### config.mk
export PLATFORM = sky130hd
export DESIGN_NAME = dmem_sys_arbiter
export DESIGN_NICKNAME = d
export VERILOG_FILES = /design/src/rtl/dmem_sys_arbiter.sv
export SDC_FILE = /design/constraint.sdc
export NUM_CORES = 1
export LEC_CHECK = 0
export ABC_AREA = 1
export CORE_ASPECT_RATIO = 0.9
export CORE_MARGIN = 1
export CORE_UTILIZATION = 44
export CTS_BUF_LIST = sky130_fd_sc_hd__clkbuf_8
export CTS_CLUSTER_DIAMETER = 200
export DETAILED_ROUTE_END_ITERATION = 10
export HOLD_SLACK_MARGIN = 0.03
export PLACE_DENSITY_LB_ADDON = 0.15
export SYNTH_ARGS = -nofsm -noshare
export SYNTH_HDL_FRONTEND = slang
export SYNTH_SLANG_ARGS = --single-unit
### constraint.sdc
create_clock -name clk -period 3.2 [get_ports clk]
set_input_delay 0.32 -clock clk [delete_from_list [all_inputs] [get_ports clk]]
set_output_delay 0.32 -clock clk [all_outputs]
set_load 0.02 [all_outputs]
### src/rtl/dmem_sys_arbiter.sv
// rtl/dmem_sys_arbiter.sv - data-memory port arbiter with a print-string syscall engine
// Optional newline after each string: define DMEM_SYS_NEWLINE_EN.
module dmem_sys_arbiter #(
  parameter int MAX_WORDS = 256
) (
  input  logic        clk,
  input  logic        reset,
  input  logic        cpu_req,
  input  logic        cpu_we,
  input  logic        cpu_we8,
  input  logic [31:0] cpu_addr,
  input  logic [31:0] cpu_wdata,
  output logic [31:0] cpu_rdata,
  output logic        cpu_stall,
  input  logic        sys,
  input  logic [31:0] regv,
  input  logic [31:0] rega,
  output logic [31:0] mem_addr,
  output logic        mem_we,
  output logic        mem_we8,
  output logic [31:0] mem_wdata,
  input  logic [31:0] mem_rdata,
  output logic        char_valid,
  output logic [7:0]  char_data,
  input  logic        char_ready,
  output logic        sys_busy,
  output logic        sys_done
);

  localparam int CW = $clog2(MAX_WORDS + 1);

  typedef enum logic [2:0] {IDLE, FETCH, EMIT, NL, DONE} state_t;

  state_t        state, state_nx;
  logic [31:0]   ptr, ptr_nx;
  logic [31:0]   word, word_nx;
  logic [CW-1:0] cnt, cnt_nx;
  logic [1:0]    idx, idx_nx;
  logic          sys_q;
  logic          sys_edge;
  logic [7:0]    cur_byte;
  logic          advance;

  // Only a fresh rising edge starts work; a held level is ignored.
  assign sys_edge = sys & ~sys_q;
  assign cur_byte = word[{idx, 3'b000} +: 8];

  always_ff @(posedge clk or posedge reset) begin
    if (reset) begin
      state <= IDLE;
      ptr   <= '0;
      word  <= '0;
      cnt   <= '0;
      idx   <= '0;
      sys_q <= 1'b0;
    end else begin
      state <= state_nx;
      ptr   <= ptr_nx;
      word  <= word_nx;
      cnt   <= cnt_nx;
      idx   <= idx_nx;
      sys_q <= sys;
    end
  end

  always_comb begin
    state_nx   = state;
    ptr_nx     = ptr;
    word_nx    = word;
    cnt_nx     = cnt;
    idx_nx     = idx;
    advance    = 1'b0;
    mem_addr   = ptr;
    mem_we     = 1'b0;
    mem_we8    = 1'b0;
    mem_wdata  = '0;
    cpu_rdata  = mem_rdata;
    cpu_stall  = cpu_req;
    char_valid = 1'b0;
    char_data  = '0;
    sys_busy   = (state != IDLE);
    sys_done   = 1'b0;

    case (state)
      IDLE: begin
        mem_addr  = cpu_addr;
        mem_we    = cpu_we;
        mem_we8   = cpu_we8;
        mem_wdata = cpu_wdata;
        cpu_stall = 1'b0;
        if (sys_edge) begin
          if (regv == 32'd4) begin
            ptr_nx   = rega;
            cnt_nx   = '0;
            state_nx = FETCH;
          end else begin
            state_nx = DONE;
          end
        end
      end

      FETCH: begin
        if (mem_rdata == 32'd0) begin
          state_nx = NL;
        end else begin
          word_nx  = mem_rdata;
          idx_nx   = 2'd0;
          cnt_nx   = cnt + 1'b1;
          state_nx = EMIT;
        end
      end

      EMIT: begin
        char_data  = cur_byte;
        char_valid = (cur_byte != 8'd0);
        // Zero bytes are dropped without a handshake.
        advance    = (cur_byte == 8'd0) || char_ready;
        if (advance) begin
          if (idx == 2'd3) begin
            idx_nx   = 2'd0;
            ptr_nx   = ptr + 32'd1;
            state_nx = (cnt == CW'(MAX_WORDS)) ? NL : FETCH;
          end else begin
            idx_nx = idx + 2'd1;
          end
        end
      end

      NL: begin
`ifdef DMEM_SYS_NEWLINE_EN
        char_data  = 8'h0A;
        char_valid = 1'b1;
        if (char_ready) state_nx = DONE;
`else
        state_nx = DONE;
`endif
      end

      DONE: begin
        sys_done = 1'b1;
        state_nx = IDLE;
      end

      default: state_nx = IDLE;
    endcase
  end

endmodule

### Word-level counts from Yosys, hierarchy flattened

Cells that the tools add are included.

* bits in registers: 79

* bitwise operators: 3
* shift operators: 1
* reduce and logical (&&, ||, !) cells: 14
* muxes and demuxes: 28
* add/sub/neg operators: 3
* equal/unequal tests: 12

Operator list (number)
* $mux W32: 6
* $pmux W32 S2: 1
* $add A32 B1 Y32 const B: 1
* $eq A32 B3 Y1 const B: 1
* $logic_not A32 Y1: 1
* $shiftx A32 B6 Y8: 1
* $mux W9: 3
* $pmux W9 S2: 1
* $mux W3: 4
* $pmux W3 S4: 1
* $ne A2 B2 Y1 const B: 5
* $add A9 B1 Y9 const B: 1
* $eq A9 B9 Y1 const B: 1
* $logic_not A8 Y1: 1
* $mux W2: 4
* $mux W8: 1
* $reduce_bool A8 Y1: 1
* $eq A3 B2 Y1 const B: 2
* $mux W1: 6
* $reduce_and A3 Y1: 2
* $reduce_bool A2 Y1: 3
* $reduce_and A5 Y1: 1
* $pmux W2 S2: 1
* $reduce_and A4 Y1: 1
* 10 further kinds: 11

### Depth between registers and ports, before layout

* word-level depth: 5
* mapped depth: 14

### Least setup slack after synthesis

OpenSTA, ideal clock, no wires.

* kind: register to output
* start point: reg state[1]
* end point: out mem_wdata[22]
* slack: 1.377 ns
* data arrival time: 1.503 ns
* cell stages (with the launch flop): 6
* required time: 2.880 ns
* path buffers: 2
* cell sequence: dfrtp_1 buf_2 nor3_4 inv_2 clkbuf_1 nor2_1

* longest elaborated chain between the ends: 2

RTL lines
* start, declared: RTL line 34 `state_t state, state_nx;`
* start signal, assigned: RTL line 57 `state <= state_nx;`
* $logic_not A3 Y1: RTL line 84 `case (state)`
* $mux W32: RTL line 84
* end, declared: RTL line 21 `output logic [31:0] mem_wdata,`

No other way between the ends.

### Final worst setup path

* start point: reg idx[0]
* end point: out char_valid

* longest elaborated chain between the ends: 3

RTL lines
* start, declared: RTL line 38 `logic [1:0] idx, idx_nx;`
* start signal, assigned: RTL line 61 `idx <= idx_nx;`
* $shiftx A32 B6 Y8: RTL line 46 `assign cur_byte = word[{idx, 3'b000} +: 8];`
* $reduce_bool A8 Y1: RTL line 115 `char_valid = (cur_byte != 8'd0);`
* $mux W1: RTL line 84
* end, declared: RTL line 23 `output logic char_valid,`

No other way between the ends.

==> impl_metrics.tcl <==
set metrics [dict create \
    firstDrtPassIters 5 \
    syn-num-nets 1150 \
    start_util_pct 45.77 \
    powerDensity_nw_per_um2 875.5 \
    synthCells 979 \
    ys_top_cells_by_count "nand2_1 (391), nor2_1 (124), inv_1 (104)" \
    drc 0 \
    crit_top_cell "nand2_1" \
    cts_made_buffers 9 \
    crit_buf_inv 2 \
    synth_area_leaders "dfrtp_1 (32%), nand2_1 (24%), nor2_1 (7.5%)" \
    cp_top_family "buffers and inverters" \
    num_antenna_cells 0 \
    synth.most_common_cell "nand2_1" \
    grt.overflow.total 0 \
    ys_seq_area_share_pct 31.84 \
    endpoint_kind "primary output" \
    start_kind "flip-flop" \
    reg2reg_to "ptr[25]" \
    antenna_found_initial 0 \
    cts_tree "yes" \
    ant_nets 0 \
    dieArea_um2 14590 \
    dieHeight_um 114.7 \
    hp-class "in2async" \
    wl_um 19110 \
    post-cts-setup-buffers 0 \
    portBuffers 276 \
    die_w_um 127.2 \
    num_io_pins 277 \
    grt_usage_pct 26.10 \
    reg2reg_slack_ns 0.38 \
    syn-cell-area_um2 6208 \
    routedWlPerCell_um 13.69 \
    cts-hold-fix-buffers 0 \
    synth.distinct_cells 35 \
    fillCellCount 1188 \
    clk_path_buf_depth 2 \
    r2r-start "idx[0]" \
    rsz0062_at_grt "false" \
    vias 6837 \
    reg2reg_depth 11 \
    critPathSlowestCell "dfrtp_1" \
    syn_avg_cell_area_um2 6.342 \
    final_layout_size_suffix_gt1_share_pct 6.131 \
    crit_required_ns 2.88 \
    nets 1373 \
    setup_tns_ns 0 \
    layout_setup_ws_ns 0.3261 \
    clk_pin_slew_ns 0.09 \
    grt_max_degree 67 \
    place_ws_ns 0.4705 \
    cp.arrival_ns 2.55 \
    endpoint "char_valid" \
    clock-sinks 79 \
    criticalPathCategory "reg2out" \
    post_cts_resized 0 \
    synth_edf_count 0 \
    worstSkewPairLatency_ns 0.38 \
    hold_viol_final 0 \
    h-tree-depth 3 \
    clockRootBuffer "clkbuf_8" \
    setup_viol 0 \
    period_share_pct 89.81 \
    crit_start "idx[0]" \
    ys_async_sr_fraction_pct 100.0 \
    path_max_fanout 20 \
    layout_min_cycle_time_ns 2.874 \
    path_cells "inv_2 -> nand2_1 -> nand3_1 -> nand2_1 -> nand2_1 -> nor2_1 -> a21oi_1 -> clkdlybuf4s50_1" \
    relSlewSlack_pct 48.62 \
    avgViaCountPerCell 4.898 \
    core_um2 13560 \
    hpwl_um 14600 \
    max_cap_viol_count 0 \
    grt_pass1_wl_um 30130 \
    fin_skew_ns 0.01187 \
    maxSlewViolCount 0 \
    yosys_most_used_dff "dfrtp_1" \
    tightest_slew_ns 0.7708 \
    grt_pass1_vias 6070 \
    yosysWarnings 0 \
    synth_area_leader_cell "dfrtp_1" \
    vdd_drop_max_mv 0.4400 \
    yosysTopAreaCellShare_pct 31.84 \
    gp_congestion 0.9297 \
    row_count 40 \
    status "completed" \
    p_leak_nw 4.237 \
    first_iter_violations 460 \
    syn_to_final_growth_pct 46.09 \
    synth_seq_cells 79 \
    max_freq_mhz 348.0 \
    cp.depth 8 \
    slowest_delay_ns 0.73 \
]
[through the flow]
step / power [mW] / area, um^2 / hold slack (ns) / instances / utilization [%]
after floorplan: 5.119 / 6208 / 0.3514 / 979 / -
after global placement: 6.961 / 8843 / 0.4919 / 1380 / 65.20
after detailed placement: 7.047 / 8843 / 0.4942 / 1380 / 65.20
after CTS: 7.935 / 9070 / 0.1932 / 1396 / 66.87
after global routing: 8.535 / 9070 / 0.2091 / 1396 / 66.87
final: 7.941 / 9070 / 0.1845 / 1396 / 66.87
[worst min-delay path by stage]
stage            start      end  slack (ns)
6_report         reset   ptr[6]        0.18
2_1_floorplan      sys    sys_q        0.35
4_1_cts          reset   ptr[1]        0.19
5_1_grt          reset   ptr[2]        0.21
3_3_place_gp    cnt[0]   cnt[0]        0.49
3_5_place_dp   word[2]  word[2]        0.49
[registers in the layout, indices dropped and copies added (netlist names)]
register,count
idx,2
cnt,9
state,3
sys_q,1
ptr,32
word,32
[kinds of logic (layout without fill, tap and decap cells)]
family                     after synthesis  in the layout  share of synthesized area [%]
xor gates and xnor gates                11             11                          1.552
AOI/OAI and AO/OA                       56             56                          4.877
buffers and inverters                  179            407                          13.66
and+or+nand+nor                        618            618                          41.46
DFF                                     79             79                          31.84
adders and majority gates                4              4                         0.8062
muxes                                   32             32                          5.804
[power by group]
part,internal (mW),total [mW],switching (mW)
logic,2.13,5.15,3.02
clock network,0.451,0.881,0.430
registers,1.43,1.91,0.478
[area by class of cell]
cell class                      instances  area, um^2  area share, %
Timing Repair Buffer                  283        2840          31.31
Sequential cell                        79        1977          21.80
Inverter                              108       406.6          4.483
Tap cell                              189       236.5          2.607
Clock buffer                            9       123.9          1.366
Multi-Input combinational cell        721        3383          37.30
Clock inverter                          7       102.6          1.131
[cells in the final DEF, fill, tap and decap left out, drive strengths merged, types with 9 or more instances in the layout]
cell           netlist  routed
inv                108     110
nand2              391     391
mux2                32      32
nand4               35      35
clkbuf              17       9
dfrtp               79      79
nor2               127     127
o21ai               44      44
nand3               49      49
clkdlybuf4s50        0     276
[metal layers]
metal,GRT usage [%],share of wire [%]
met1,34.82,44
met3,4.766,7.7
met2,43.77,46
met4,6.587,1.4
met5,0,0
Power figures use the tool's default switching activity.
==> edit, RTL diff (config.mk and constraints unchanged) <==
Set the parameter `MAX_WORDS` to 512 (it was 256).
--- a/src/rtl/dmem_sys_arbiter.sv
+++ b/src/rtl/dmem_sys_arbiter.sv
@@ -3,3 +3,3 @@
 module dmem_sys_arbiter #(
-  parameter int MAX_WORDS = 256
+  parameter int MAX_WORDS = 512
 ) (
Function: no difference found for any inputs over 4 cycles, from zero or initial values and one cycle with reset high; that may be too few to reach the edited logic, so the function may still have changed.
==> edit against the unedited design <==
- worst setup slack worse by 0.020 ns
- synthesized area increased by 0.20%
- total power down 9.3%
- final area grew 0.37%
- global-route usage increased by 1.1 points
- highest routed layer unchanged
- largest cell class unchanged
- sequential cell count up 1
- wire length grew 1.4%
- sequential share of layout area is 0.19 points higher
==> edit: results (changes against the unedited design) <==
* Cells taking the most area after synthesis: dfrtp_1 (32%), nand2_1 (25%), inv_1 (7.7%)
* Post-route cell area at 9100 µm² (+0.37%)
* Final #Nets at 1432 (+4.3%)
* Synthesized area per cell at 5.99 µm² (-5.5%)
* Worst Tran Pin Value at 0.825 ns (+0.0545 ns)
* Post-CTS Setup Bufs at 0 (unchanged)
* Largest regs: ptr: 32 flops, word: 32 flops, cnt: 10 flops
* Status: complete, no violations
* Vias in the first global route at 6348 (+4.6%)
* Net count after synthesis at 1209 (+5.1%)
* Layout cell share with drive strength beyond 1 at 0.0371 (-0.0242)
* Setup Skew at 0.0101 ns (-0.00179 ns)
* Routed vias at 7066 (+3.3%)
* FF-to-FF End: ptr[15]$_DFFE_PP0P_
* Critical path origin: idx[0]$_DFFE_PP0P_
* Netlist cell types at 30 (-14%)
* Slowest CP cell: dfrtp_1
* Dpl cells at 1439 (+4.3%)
* Seq/Total Area, Yosys at 0.322 (+0.00338)
* VDD IR-drop max at 0.460 mV (+4.4%)
* Switching Power at 3.54 mW (-9.8%)
* Crit path DAT at 2.57 ns (+0.02 ns)
* Routed WL at 19400 µm (+1.4%)
* Largest fanout on the critical path at 20 (unchanged)
* Dpl hpwl at 14800 µm (+1.4%)
* Static Leakage at 4.43 nW (+4.5%)
* Pre-CTS setup slack at 0.595 ns (+0.124 ns)
* First DRT Iteration DRCs at 583 (+27%)
* Inserted Diodes at 0 (unchanged)
* Worst Slack Setup Final at 0.306 ns (-0.0202 ns)
* Post-DP Area at 8890 µm² (+0.54%)
* Wire length per cell at 13.3 µm (-2.7%)
* Synth cell count leaders: nand2_1 (421), inv_1 (127), nor2_1 (114)
* Pin count of the biggest net entering global routing at 81 (+21%)
* FF-to-FF setup slack at 0.47 ns (+0.09 ns)
* GRT Resource Usage Total at 0.273 (+0.0115)
* Gpl congestion at 0.910 (-2.2%)
* First-pass GRT wire length at 31500 µm (+4.5%)
edit: changes by cell type in the layout (fill, tap and decap cells not counted), moves of 8 or more:
cell and delta:
mux2_2 -32, nand2_1 +30, inv_1 +23, o21ai_0 +19, nand4_1 +10, nor2_1 -10
o21ai_1 +8
edit: layout make-up:
cell class | instances | area, µm²
Fill cell | 1254 | 4460
Multi-Input combinational cell | 749 | 3290
Timing Repair Buffer | 286 | 2850
Sequential cell | 80 | 2000
Inverter | 135 | 508
Tap cell | 189 | 236
Clock buffer | 10 | 138
Clock inverter | 6 | 75.1
edit: power groups by stage:
| stage | Sequential (mW) | Combinational (mW) | Clock, mW |
|---|---|---|---|
| final | 1.94 | 4.45 | 0.809 |
| after global routing | 2.01 | 4.92 | 0.872 |
| after CTS | 1.93 | 4.47 | 0.829 |
| after global placement | 1.94 | 4.38 | 0 |
| after floorplan | 1.75 | 2.85 | 0 |
| after detailed placement | 1.94 | 4.46 | 0 |
edit: layer usage:
| layer | vias to the layer above | GRT usage | part of all wire |
|---|---|---|---|
| met3 | 28 | 0.0549 | 0.076 |
| met1 | 3132 | 0.348 | 0.43 |
| met5 | - | 0 | 0 |
| met2 | 273 | 0.464 | 0.48 |
| li1 | 3633 | - | - |
| met4 | 0 | 0.0905 | 0.022 |
edit: tightest hold or removal path, delay by kind of cell:
| family | cells | cell delay [ns] |
|---|---|---|
| buffers and inverters | 3 | 0.82 |
edit: cells by family (layout without fill, tap and decap cells):
logic type | after synthesis | after routing | synth area share
XOR/XNOR | 9 | 9 | 0.0127
AND/OR/NAND/NOR | 654 | 654 | 0.437
adder cells (fa/ha/maj) | 4 | 4 | 0.00805
flip-flops | 80 | 80 | 0.322
AO/OA/AOI/OAI | 82 | 82 | 0.0690
buffers and inverters | 209 | 437 | 0.151
